--- src/rtl/glitc_realign_pkg.sv ---
// glitc_realign_pkg: shared state encoding, default constants and clog2 helper
package glitc_realign_pkg;
   typedef enum logic [2:0] {ST_IDLE, ST_SETTLE, ST_COMPARE, ST_SLIP, ST_NEXT, ST_DONE} state_e;
   localparam logic [7:0] TRAIN_DEF = 8'hA5;
   localparam int SETTLE_DEF = 8;
   localparam int MATCH_DEF = 16;
   function automatic int clog2(input int v);
      int r = 0;
      for (int i = 0; i < 31; i++) if ((1 << i) < v) r = i + 1;
      return r;
   endfunction
endpackage

--- src/rtl/glitc_chan_mux.sv ---
// glitc_chan_mux: registers the selected channel word; match_o flags it equals TRAIN
//   user_clk_i/user_rst_i  clock, async active-high reset
//   data_i   NCH packed words     ch_i  channel select
//   match_o  registered word == TRAIN, one cycle behind ch_i/data_i
module glitc_chan_mux #(
   parameter int NCH = 4,
   parameter int WIDTH = 8,
   parameter int CW = 2,
   parameter logic [WIDTH-1:0] TRAIN = '0
) (
   input  logic                   user_clk_i,
   input  logic                   user_rst_i,
   input  logic [NCH*WIDTH-1:0]   data_i,
   input  logic [CW-1:0]          ch_i,
   output logic                   match_o
);
   logic [WIDTH-1:0] word_q;
   always_ff @(posedge user_clk_i or posedge user_rst_i)
      if (user_rst_i) word_q <= '0;
      else word_q <= data_i[ch_i*WIDTH +: WIDTH];
   assign match_o = word_q == TRAIN;
endmodule

--- src/rtl/glitc_realign_sequencer.sv ---
// glitc_realign_sequencer: steps each channel's ISERDES bitslip until TRAIN is seen MATCH times in a row
//   user_clk_i/user_rst_i  clock, async active-high reset
//   realign_i    one-cycle start request       data_i       NCH words, channel n at [n*WIDTH +: WIDTH]
//   bitslip_o    one-cycle slip per channel    realigned_o  one-cycle completion pulse
//   busy_o       sequence running              locked_o     per-channel lock of last sequence
//   fail_o       some channel failed in last sequence
//   GLITC_REALIGN_ERRCNT_EN adds err_clear_i and err_count_o, a saturating IDLE-time mismatch counter
module glitc_realign_sequencer
   import glitc_realign_pkg::*;
#(
   parameter int NCH = 4,
   parameter int WIDTH = 8,
   parameter logic [WIDTH-1:0] TRAIN = WIDTH'(TRAIN_DEF),
   parameter int SETTLE = SETTLE_DEF,
   parameter int MATCH = MATCH_DEF
) (
   input  logic                   user_clk_i,
   input  logic                   user_rst_i,
`ifdef GLITC_REALIGN_ERRCNT_EN
   input  logic                   err_clear_i,
   output logic [15:0]            err_count_o,
`endif
   input  logic                   realign_i,
   input  logic [NCH*WIDTH-1:0]   data_i,
   output logic [NCH-1:0]         bitslip_o,
   output logic                   realigned_o,
   output logic                   busy_o,
   output logic [NCH-1:0]         locked_o,
   output logic                   fail_o
);
   localparam int CW = clog2(NCH) > 0 ? clog2(NCH) : 1;
   localparam int SW = clog2(WIDTH) > 0 ? clog2(WIDTH) : 1;
   state_e state_q;
   logic [CW-1:0] ch_q;
   logic [SW-1:0] slips_q;
   logic [7:0] scnt_q, mcnt_q;
   logic match;
   glitc_chan_mux #(.NCH(NCH), .WIDTH(WIDTH), .CW(CW), .TRAIN(TRAIN)) u_mux (
      .user_clk_i(user_clk_i),
      .user_rst_i(user_rst_i),
      .data_i(data_i),
      .ch_i(ch_q),
      .match_o(match)
   );
   // ch_q is stable through SETTLE (>= 1 cycle), which hides the mux register latency
   always_ff @(posedge user_clk_i or posedge user_rst_i)
      if (user_rst_i) begin
         state_q <= ST_IDLE;
         ch_q <= '0;
         slips_q <= '0;
         scnt_q <= '0;
         mcnt_q <= '0;
         bitslip_o <= '0;
         realigned_o <= 1'b0;
         busy_o <= 1'b0;
         locked_o <= '0;
         fail_o <= 1'b0;
      end else begin
         bitslip_o <= '0;
         realigned_o <= 1'b0;
         case (state_q)
            ST_IDLE: if (realign_i) begin
               locked_o <= '0;
               fail_o <= 1'b0;
               ch_q <= '0;
               slips_q <= '0;
               scnt_q <= '0;
               busy_o <= 1'b1;
               state_q <= ST_SETTLE;
            end
            ST_SETTLE: if (scnt_q == 8'(SETTLE - 1)) begin
               scnt_q <= '0;
               mcnt_q <= '0;
               state_q <= ST_COMPARE;
            end else scnt_q <= scnt_q + 8'd1;
            ST_COMPARE: if (match) begin
               if (mcnt_q == 8'(MATCH - 1)) begin
                  locked_o[ch_q] <= 1'b1;
                  state_q <= ST_NEXT;
               end else mcnt_q <= mcnt_q + 8'd1;
            end else if (slips_q == SW'(WIDTH - 1)) begin
               fail_o <= 1'b1;
               state_q <= ST_NEXT;
            end else begin
               bitslip_o[ch_q] <= 1'b1;
               state_q <= ST_SLIP;
            end
            ST_SLIP: begin
               slips_q <= slips_q + 1'b1;
               state_q <= ST_SETTLE;
            end
            ST_NEXT: if (ch_q == CW'(NCH - 1)) begin
               busy_o <= 1'b0;
               realigned_o <= 1'b1;
               state_q <= ST_DONE;
            end else begin
               ch_q <= ch_q + 1'b1;
               slips_q <= '0;
               state_q <= ST_SETTLE;
            end
            default: state_q <= ST_IDLE;
         endcase
      end
`ifdef GLITC_REALIGN_ERRCNT_EN
   logic any_err;
   always_comb begin
      any_err = 1'b0;
      for (int n = 0; n < NCH; n++) any_err = any_err | (data_i[n*WIDTH +: WIDTH] != TRAIN);
   end
   always_ff @(posedge user_clk_i or posedge user_rst_i)
      if (user_rst_i) err_count_o <= '0;
      else if (err_clear_i || (state_q == ST_IDLE && realign_i)) err_count_o <= '0;
      else if (state_q == ST_IDLE && !fail_o && &locked_o && any_err && !(&err_count_o)) err_count_o <= err_count_o + 16'd1;
`endif
endmodule

--- config.mk ---
export PLATFORM = sky130hd
export DESIGN_NAME = glitc_realign_sequencer
export DESIGN_NICKNAME = d
export VERILOG_FILES = /design/src/rtl/glitc_realign_pkg.sv /design/src/rtl/glitc_chan_mux.sv /design/src/rtl/glitc_realign_sequencer.sv
export SDC_FILE = /design/constraint.sdc
export NUM_CORES = 1
export LEC_CHECK = 0
export BUFFER_PORTS_ARGS = -buffer_cell sky130_fd_sc_hd__buf_2
export CAP_MARGIN = 20
export CELL_PAD_IN_SITES_DETAIL_PLACEMENT = 0
export CELL_PAD_IN_SITES_GLOBAL_PLACEMENT = 1
export CORE_MARGIN = 2
export CORE_UTILIZATION = 46
export DETAILED_ROUTE_END_ITERATION = 10
export PLACE_DENSITY_LB_ADDON = 0.3
export SLEW_MARGIN = 30
export SYNTH_ARGS = -nofsm -noshare
export SYNTH_HDL_FRONTEND = slang
export SYNTH_SLANG_ARGS = --single-unit
--- constraint.sdc ---
create_clock -name user_clk_i -period 2.8 [get_ports user_clk_i]
set_input_delay 0.28 -clock user_clk_i [delete_from_list [all_inputs] [get_ports user_clk_i]]
set_output_delay 0.28 -clock user_clk_i [all_outputs]
set_load 0.01 [all_outputs]
# --- Yosys cells after proc, flatten, opt, wreduce, memory -nomap -nowiden ---
# Cells that the tools add are included.
op_classes:
  reduce_logical: 15
  n_shift: 1
  eq_ne: 19
  order_cmp: 2
  bitwise: 1
  mux: 38
  n_addsub: 4
ops:
  columns: ["cell", "n"]
  rows:
  - ["8-bit 2-to-1 mux", 5]
  - ["8-bit one-hot mux with 2 select lines", 2]
  - ["32-bit by 6-bit indexed part select with 8-bit output", 1]
  - ["3-bit 2-to-1 mux", 8]
  - ["4-bit 2-to-1 mux", 6]
  - ["2-bit != test (second input constant)", 9]
  - ["8-bit by 1-bit adder with 8-bit output (second input constant)", 2]
  - ["3-bit one-hot mux with 5 select lines", 1]
  - ["3-bit AND reduction", 4]
  - ["4-bit AND reduction", 3]
  - ["3-bit one-hot mux with 3 select lines", 1]
  - ["8-bit by 3-bit equality test with 1-bit output (second input constant)", 1]
  - ["8-bit by 4-bit equality test with 1-bit output (second input constant)", 1]
  - ["8-bit equality test (second input constant)", 1]
  - ["1-bit 2-to-1 mux", 8]
  - ["4-bit one-hot mux with 2 select lines", 1]
  - ["2-bit nonzero test", 4]
  - ["3-bit by 2-bit equality test with 1-bit output (second input constant)", 2]
  - ["3-bit equality test (second input constant)", 2]
  - ["2-bit 2-to-1 mux", 2]
  - ["4-bit OR", 1]
  - ["1-bit one-hot mux with 2 select lines", 2]
  - ["2-bit one-hot mux with 2 select lines", 1]
  - ["3-bit by 1-bit adder with 3-bit output (second input constant)", 1]
  - ["11 further kinds", 11]
word_totals:
  out_inout_bits: 11
  ff_bits: 43
  elab_cells: 91
  input_bits: 35

# --- Depth between registers and ports, before layout ---
# Gate-level depths: netlist (run 1).
depth:
  word_depth: 8
  depth_mapped: 5
  ltp_nobuf: 5

# --- Cells and area by module ---
# Synthesis (run 1) repeated with hierarchy kept, for this count alone.
hier_totals:
  hier_cells: 199
  area_unflattened_um2: 2278.4
modules_own_cells:
  columns: ["mod", "area_each_um2", "cells_each", "seq_area_each_um2", "n_inst"]
  rows:
  - ["glitc_realign_sequencer", 1851.8, 177, 875.8, 1]
  - ["glitc_chan_mux", 426.7, 22, 200.2, 1]

# --- Worst setup path after synthesis (run 1) ---
# Ideal clock, no wire load.
synth_path:
  path_kind: "reg-to-reg"
  from: "register mcnt_q[7]"
  to: "register mcnt_q[4]"
  arrival_time_ps: 1459
  required_time_ps: 2662
  path_buffers: 0
  setup_ps: 138
  stages_incl_launch_ff: 5
  path_slack_ps: 1204
  synth_period_minus_slack_ps: 1596
  path_cell_list: "dfrtp_1 > or4_4 > or2_2 > a31oi_1 > a31oi_1"
synth_between:
  elab_chain_cells: 3
synth_rtl:
  columns: ["item", "line_no", "rtl"]
  rows:
  - ["start: declaration", "glitc_realign_sequencer.sv:36", "logic [7:0] scnt_q, mcnt_q;"]
  - ["start signal: assignment", "glitc_realign_sequencer.sv:80", "end else mcnt_q <= mcnt_q + 8'd1;"]
  - ["8-bit by 4-bit equality test with 1-bit output", "glitc_realign_sequencer.sv:77", "if (mcnt_q == 8'(MATCH - 1)) begin"]
  - ["2-bit != test (no line)", null, null]
  - ["4-bit AND reduction (no line)", null, null]
# Every way passes these cells.
# A chain may end at the register's enable or synchronous reset.

# --- Final worst setup path (run 1) ---
layout_path:
  from: "register state_q[1]"
  to: "register mcnt_q[5]"
layout_between:
  elab_chain_cells: 3
  elab_cells_between_ends: 8
  classes_between: "5 x eq/ne; 1 x mux; 2 x reduce/logical"
layout_rtl:
  columns: ["item", "line_no", "rtl"]
  rows:
  - ["start: declaration", "glitc_realign_sequencer.sv:33", "state_e state_q;"]
  - ["start signal: assignment", "glitc_realign_sequencer.sv:48", "state_q <= ST_IDLE;"]
  - ["start signal: assignment", "glitc_realign_sequencer.sv:69", "state_q <= ST_SETTLE;"]
  - ["start signal: assignment", "glitc_realign_sequencer.sv:74", "state_q <= ST_COMPARE;"]
  - ["3-bit by 2-bit equality test with 1-bit output or 3-bit by 1-bit equality test with 1-bit output (tied branches)", "glitc_realign_sequencer.sv:61", "case (state_q)"]
  - ["2-bit != test (no line) or 2-bit nonzero test (tied branches)", null, null]
  - ["4-bit AND reduction (no line)", null, null]
# Several ways; a longest one is shown, not always the timed one.

==> flow_summary.ini, run 1 <==
[outcome]
run_status = completed

[yosys]
synth_area_leader_cell = sky130_fd_sc_hd__dfrtp_1
post_synth_inst_count = 195
seq_area_frac_synth_pct = 47.4
synth.ff_latch_count = 43
synth_enable_flop_cells = 0
netlist_top_cells_area = sky130_fd_sc_hd__dfrtp_1 47%, sky130_fd_sc_hd__mux4_2 7.9%, sky130_fd_sc_hd__ha_1 4.4%
proportion_of_netlist_area_held_by_the_largest_area_contributor_pct = 47.4
synthArstFlopShare_pct = 100
synth_ff_type = sky130_fd_sc_hd__dfrtp_1
synth.cell_area_um2 = 2270
netlist-cell-type-count = 49
synthesis.yosys.warnings = 0
synth_fp_nets = 238
post_synth.cell_area_avg_um2 = 11.7

[route]
wl_per_cell_um = 14.7
drt_pass1_iterations = 4
antenna_left = 0
post_drt_via_cell_ratio = 5.50
post-route-drc-count = 0
drtIter0Drc = 70
dr_total_vias = 1705
route.final.wire_length_mm = 4.57

[global_routing]
first_global_vias = 1479
gr-usage-all-layers_pct = 17.3
grt_antenna_before_repair = 0
grt_max_degree = 44
grt_pass1_wl_mm = 7.27
globalRoute.totalOverflow = 0

[timing]
achievable_clock_frequency_mhz = 518
max_slew_margin_pct = 53.6
worst_slew_pin_slew_ps = 691
hold_violations = 0
final.setup_skew_ps = 5.70
setup_total_negative_slack_ps = 0
grt_setup_unrepaired = no
timing.final.max_slew_violations = 0
finalSetupViolCount = 0
final.period_utilization_pct = 69.0
post-route-min-period_ps = 1930

[die]
floorplan.initialDensity_pct = 47.8
die_height_um = 74.3
io_pins = 46
core_um2 = 4750
placement_rows = 25
die-area_um2 = 5520
floorplan.die.width_um = 74.3

[worst_setup_path]
critPathLaunchType = flop
worst_path_buf_inv = 0
cp_data_required_time_ps = 2980
critical_path_peak_fanout = 11
max_stage_delay_ps = 560
crit_path_cell_trace = nor3b_2 -> o21ai_2 -> a22o_1 -> a221o_1
timing_worst_setup_path_type = reg2reg
critPathSlowestCell = sky130_fd_sc_hd__nor3b_2
timing.critical_path.arrival_ps = 2110
cp_top_family = compound AO/OA/AOI/OAI gates
worstReg2RegEnd = mcnt_q[5]
rrSetupSlack_ps = 870
r2r_cells = 4
timing.rr.start = state_q[1]
worst_setup_path_end_kind = flop

[placed_design]
port_buffer_count = 45
place.detailed.instances = 302
globalplace.congestion = 0.798
place.detailed.hpwl_mm = 3.41

[clock_network]
cts-htree-levels = 2
cts_resized = 0
clkSlewWorstSetupHoldPaths_ps = 80
tritoncts = yes
post-cts-setup-buffers = 0
cts.path.max_buffers = 2
post_cts_hold_buffer_count = 0
clockRootBuffer = sky130_fd_sc_hd__clkbuf_8
cts_buffers = 5
clk_latency_ps = 290
clkSinkCount = 43

[final_layout]
fillerInstances = 447
layout-area-overhead-vs-synth_pct = 17.8
antenna_cells_inserted = 0
layout-drive-gt1-share_pct = 33.7
post_route_non_filler_standard_cell_count = 310
layout.nets = 285

[flow_run]
drv.max_cap_violation_count = 0

[power]
pd_cells_nw_per_um2 = 467
ir_worst_vdd_uv = 215
p_leak_nw = 1.26

[min_path]
hold_class = in2async
==> power breakdown <==
group / switching, mW / leakage, nW / total [mW] / internal (mW)
Clock: 0.202 / 0.0654 / 0.559 / 0.356
Combinational: 0.0272 / 0.680 / 0.0596 / 0.0324
Sequential: 0.00310 / 0.514 / 0.633 / 0.630
==> layer usage <==
| metal | share of wire [%] | vias to the layer above | global-route usage [%] |
|---|---|---|---|
| met5 | 0 | - | 0 |
| met4 | 1.1 | 0 | 4.76 |
| met3 | 4.1 | 5 | 4.20 |
| met2 | 46 | 43 | 24.3 |
| met1 | 49 | 827 | 26.7 |
| li1 | - | 830 | - |
==> cell families (layout without fill, tap and decap cells) <==
family / count (synthesis) / in the layout / synth area share [%]
and+or+nand+nor: 67 / 67 / 19.3
AOI/OAI and AO/OA: 50 / 50 / 15.3
DFF: 43 / 43 / 47.4
muxes: 13 / 13 / 10.2
buffers and inverters: 13 / 61 / 3.08
adders and majority gates: 8 / 8 / 4.41
xor gates and xnor gates: 1 / 1 / 0.386
==> cell type report <==
class / count / area (µm²) / area share [%]
clock buffer: 6 / 72.6 / 2.71
clock inverter: 2 / 60.1 / 2.24
inverter: 7 / 26.3 / 0.981
multi-input combinational: 139 / 1130 / 42.1
sequential: 43 / 1080 / 40.2
tap: 67 / 83.8 / 3.13
timing repair buffer: 46 / 233 / 8.69
==> worst max path at each step <==
stage | cells after the start | slack (ps) | from | endpoint
floorplan | 4 | 1200 | mcnt_q[7] | mcnt_q[4]
global placement | 4 | 960 | state_q[1] | mcnt_q[5]
detailed placement | 4 | 920 | state_q[1] | mcnt_q[5]
CTS | 4 | 890 | state_q[1] | mcnt_q[5]
global route | 4 | 710 | state_q[1] | mcnt_q[5]
finish | 4 | 870 | state_q[1] | mcnt_q[5]
==> Yosys cell counts, types with 7 or more instances <==
cell and count:
sky130_fd_sc_hd__mux4_2 8, sky130_fd_sc_hd__inv_1 7, sky130_fd_sc_hd__a21oi_1 9, sky130_fd_sc_hd__and3_1 8, sky130_fd_sc_hd__ha_1 8, sky130_fd_sc_hd__nand2_1 7
sky130_fd_sc_hd__dfrtp_1 43, sky130_fd_sc_hd__nor2_1 12, sky130_fd_sc_hd__o21ai_0 8, sky130_fd_sc_hd__nand3_1 8, sky130_fd_sc_hd__a31oi_1 10
==> sequential cells by signal, summed over array words and instances, names as in the netlist <==
| signal | flops |
|---|---|
| busy_o | 1 |
| slips_q | 3 |
| realigned_o | 1 |
| bitslip_o | 4 |
| ch_q | 2 |
| state_q | 3 |
| scnt_q | 8 |
| fail_o | 1 |
| u_mux.word_q | 8 |
| mcnt_q | 8 |
| locked_o | 4 |
==> per-stage QoR <==
| stage | hold slack (ps) | util, % | power (mW) | instance area, µm² | setup WS [ps] |
|---|---|---|---|---|---|
| after floorplan | 462 | - | 0.672 | 2270 | 1200 |
| after global placement | 447 | 53.5 | 0.705 | 2540 | 963 |
| after detailed placement | 446 | 53.5 | 0.706 | 2540 | 916 |
| after CTS | 128 | 56.3 | 1.26 | 2680 | 886 |
| after global routing | 165 | 56.3 | 1.30 | 2680 | 706 |
| final | 105 | 56.3 | 1.25 | 2680 | 868 |
==> worst reg2reg max path, stage by stage (launching register included) <==
cell and delay [ps]:
sky130_fd_sc_hd__dfrtp_1 530, sky130_fd_sc_hd__nor3b_2 560, sky130_fd_sc_hd__o21ai_2 150, sky130_fd_sc_hd__a22o_1 240, sky130_fd_sc_hd__a221o_1 350
==> cells in the final DEF, fill, tap and decap left out, types with 3 or more instances in the layout <==
master and n:
sky130_fd_sc_hd__buf_2 45, sky130_fd_sc_hd__dfrtp_1 43, sky130_fd_sc_hd__nor2_1 12, sky130_fd_sc_hd__a31oi_1 10
sky130_fd_sc_hd__a21oi_1 9, sky130_fd_sc_hd__o21ai_0 8, sky130_fd_sc_hd__and3_1 8, sky130_fd_sc_hd__nand3_1 8
sky130_fd_sc_hd__mux4_2 8, sky130_fd_sc_hd__ha_1 8, sky130_fd_sc_hd__nand2_1 7, sky130_fd_sc_hd__inv_1 7
sky130_fd_sc_hd__a22o_1 6, sky130_fd_sc_hd__and2_1 6, sky130_fd_sc_hd__clkbuf_8 5, sky130_fd_sc_hd__nand4_1 4
sky130_fd_sc_hd__mux2i_1 3, sky130_fd_sc_hd__a22oi_1 3
Power figures use the tool's default switching activity.
==> run 2: changes to the inputs <==
--- a/config.mk
+++ b/config.mk
@@ -5,12 +5,13 @@
 export SDC_FILE = /design/constraint.sdc
 export NUM_CORES = 1
 export LEC_CHECK = 0
+export ABC_AREA = 1
 export BUFFER_PORTS_ARGS = -buffer_cell sky130_fd_sc_hd__buf_2
 export CAP_MARGIN = 20
 export CELL_PAD_IN_SITES_DETAIL_PLACEMENT = 0
 export CELL_PAD_IN_SITES_GLOBAL_PLACEMENT = 1
 export CORE_MARGIN = 2
-export CORE_UTILIZATION = 46
+export CORE_UTILIZATION = 36
 export DETAILED_ROUTE_END_ITERATION = 10
 export PLACE_DENSITY_LB_ADDON = 0.3
 export SLEW_MARGIN = 30
==> constraint.sdc (replaced) <==
create_clock -name user_clk_i -period 1.72 [get_ports user_clk_i]
set_input_delay 0.172 -clock user_clk_i [delete_from_list [all_inputs] [get_ports user_clk_i]]
set_output_delay 0.172 -clock user_clk_i [all_outputs]
set_load 0.01 [all_outputs]
==> flow_summary.ini, run 2 <==
[die]
die-area_um2 = 7200
floorplan.initialDensity_pct = 37.1
die_height_um = 84.9
core_um2 = 6350
io_pins = 46
floorplan.die.width_um = 84.9
placement_rows = 29

[yosys]
post_synth_inst_count = 298
synth_compound_area_share_pct = 11.3
synth_mux_area_share_pct = 0
synth_enable_flop_cells = 0
synth.ff_latch_count = 43
netlist_top_cells_area = sky130_fd_sc_hd__dfrtp_1 46%, sky130_fd_sc_hd__nand2_1 11%, sky130_fd_sc_hd__nor2_1 8.1%
synth.cell_area_um2 = 2350
seq_area_frac_synth_pct = 45.7
synthXorXnorAreaFrac_pct = 1.12
ys_top_cells_by_count = 71 x sky130_fd_sc_hd__nand2_1, 51 x sky130_fd_sc_hd__nor2_1, 43 x sky130_fd_sc_hd__dfrtp_1, 26 x sky130_fd_sc_hd__o21ai_0, 24 x sky130_fd_sc_hd__inv_1
main_combinational_cell_family_by_area_after_synthesis = simple AND/OR/NAND/NOR gates
netlist-cell-type-count = 29
synth_fp_nets = 341
synthesis.yosys.warnings = 0
yosysMostFrequentCell = sky130_fd_sc_hd__nand2_1
proportion_of_netlist_area_held_by_the_largest_area_contributor_pct = 45.7
synth_ff_type = sky130_fd_sc_hd__dfrtp_1
post_synth.cell_area_avg_um2 = 7.90
synth_area_leader_cell = sky130_fd_sc_hd__dfrtp_1
yosys.area_share.simple_pct = 32.2
synthArstFlopShare_pct = 100
synth-adder-area-share_pct = 4.25

[route]
antenna_left = 0
dr_total_vias = 2047
post_drt_via_cell_ratio = 4.74
wl_per_cell_um = 11.7
drtIter0Drc = 124
route.final.wire_length_mm = 5.04
post-route-drc-count = 0
drt_pass1_iterations = 4

[timing]
final.setup_skew_ps = 7.99
max_slew_margin_pct = 76.8
timing.final.max_slew_violations = 0
worst_slew_pin_slew_ps = 348
hold_violations = 0
post-route-min-period_ps = 1500
hold-worst-slack_ps = 150
final.period_utilization_pct = 87.1
finalSetupViolCount = 0
grt_setup_unrepaired = no
achievable_clock_frequency_mhz = 667
setup_total_negative_slack_ps = 0

[final_layout]
layout-drive-gt1-share_pct = 21.7
layout.cells.most_common = sky130_fd_sc_hd__nand2_1
final_util_pct = 44.7
finish.instance_area_um2 = 2840
layout-area-overhead-vs-synth_pct = 20.6
layout_top_registers = mcnt_q (8), scnt_q (8), u_mux.word_q (8)
antenna_cells_inserted = 0
layout.nets = 397
layout.cells.most_common_list = 71 x sky130_fd_sc_hd__nand2_1, 51 x sky130_fd_sc_hd__nor2_1, 45 x sky130_fd_sc_hd__buf_2

[clock_network]
clk_latency_ps = 290
tritoncts = yes
clkSlewWorstSetupHoldPaths_ps = 80
cts_buffers = 5
clockRootBuffer = sky130_fd_sc_hd__clkbuf_8
cts-htree-levels = 2
cts.path.max_buffers = 2
clkSinkCount = 43

[worst_setup_path]
timing_worst_setup_path_type = reg2reg
critical_path_peak_fanout = 5
timing.critical_path.arrival_ps = 1690
rrSetupSlack_ps = 220
worst_setup_path_end_kind = flop
cp_data_required_time_ps = 1910
critPathLaunchType = flop

[power]
p_leak_nw = 1.46
ir_worst_vdd_uv = 567
pd_cells_nw_per_um2 = 1080

[global_routing]
grt_pass1_wl_mm = 8.84
first_global_vias = 1940
globalRoute.totalOverflow = 0
grt_max_degree = 25
grt_antenna_before_repair = 0
gr-usage-all-layers_pct = 14.8

[min_path]
hold_class = in2reg

[placed_design]
place_area_um2 = 2710
globalplace.congestion = 0.769
place.detailed.hpwl_mm = 3.88
port_buffer_count = 45

[outcome]
run_status = completed

[flow_run]
drv.max_cap_violation_count = 0
run 2: worst max-delay path: stages (launching register included):
cell and delay (ps):
sky130_fd_sc_hd__dfrtp_1 380, sky130_fd_sc_hd__ha_1 200, sky130_fd_sc_hd__nand3_1 140, sky130_fd_sc_hd__nor2_1 230, sky130_fd_sc_hd__nand2_1 100, sky130_fd_sc_hd__nand2_2 120
sky130_fd_sc_hd__nand3_2 120, sky130_fd_sc_hd__nand2_1 80, sky130_fd_sc_hd__nand2_1 50
run 2: final cells by class:
cell class                 count  area [µm²]
sequential                    43        1080
timing repair buffer          52         280
tap                           77        96.3
multi-input combinational    222        1150
inverter                      30         115
fill                         624        3510
clock inverter                 2        35.0
clock buffer                   6        82.6
run 2: path summary, 6_finish.rpt:
| path | end | start | cells past startpoint |
|---|---|---|---|
| worst max-delay path | locked_o[1] | mcnt_q[0] | 8 |
| worst min-delay path | u_mux.word_q[0] | data_i[0] | 3 |
| worst max register to register | locked_o[1] | mcnt_q[0] | 8 |
| worst min register to register | busy_o | busy_o | 2 |
| max in group asynchronous | scnt_q[1] | user_rst_i | 5 |
| min in group asynchronous | locked_o[1] | user_rst_i | 4 |
run 2: what timing repair did:
action                     4_1_cts  5_1_grt
hold buffers                     1        0
hold endpoints to repair        23        0
resized for setup                0        1
setup buffers                    0        0
setup endpoints to repair        0        1
run 2: logic make-up (layout without fill, tap and decap cells):
| logic type | Yosys count | in the layout |
|---|---|---|
| flip-flops | 43 | 43 |
| AND/OR/NAND/NOR | 164 | 164 |
| adder cells (fa/ha/maj) | 8 | 8 |
| XOR/XNOR | 3 | 3 |
| AO/OA/AOI/OAI | 47 | 47 |
| buffers and inverters | 33 | 90 |
run 2: power by group:
group | switching [mW] | internal, mW
Clock | 0.334 | 0.470
Sequential | 0.102 | 1.13
Combinational | 0.697 | 0.340
Total | 1.13 | 1.94
run 2: layer usage:
metal	GRT usage (%)	vias to the layer above	wire (µm)
li1	-	1097	-
met1	19.9	909	2470
met2	25.6	37	2380
met3	3.11	4	183
met4	1.30	0	12
met5	0	-	0
run 2: stage by stage:
| stage | std cells | setup WS [ps] | power (mW) |
|---|---|---|---|
| final | 432 | 222 | 3.07 |
| after global routing | 432 | 51.2 | 3.31 |
| after CTS | 432 | 200 | 3.12 |
| after detailed placement | 423 | 222 | 2.29 |
| after global placement | 423 | 219 | 2.29 |
| after floorplan | 298 | 345 | 2.01 |
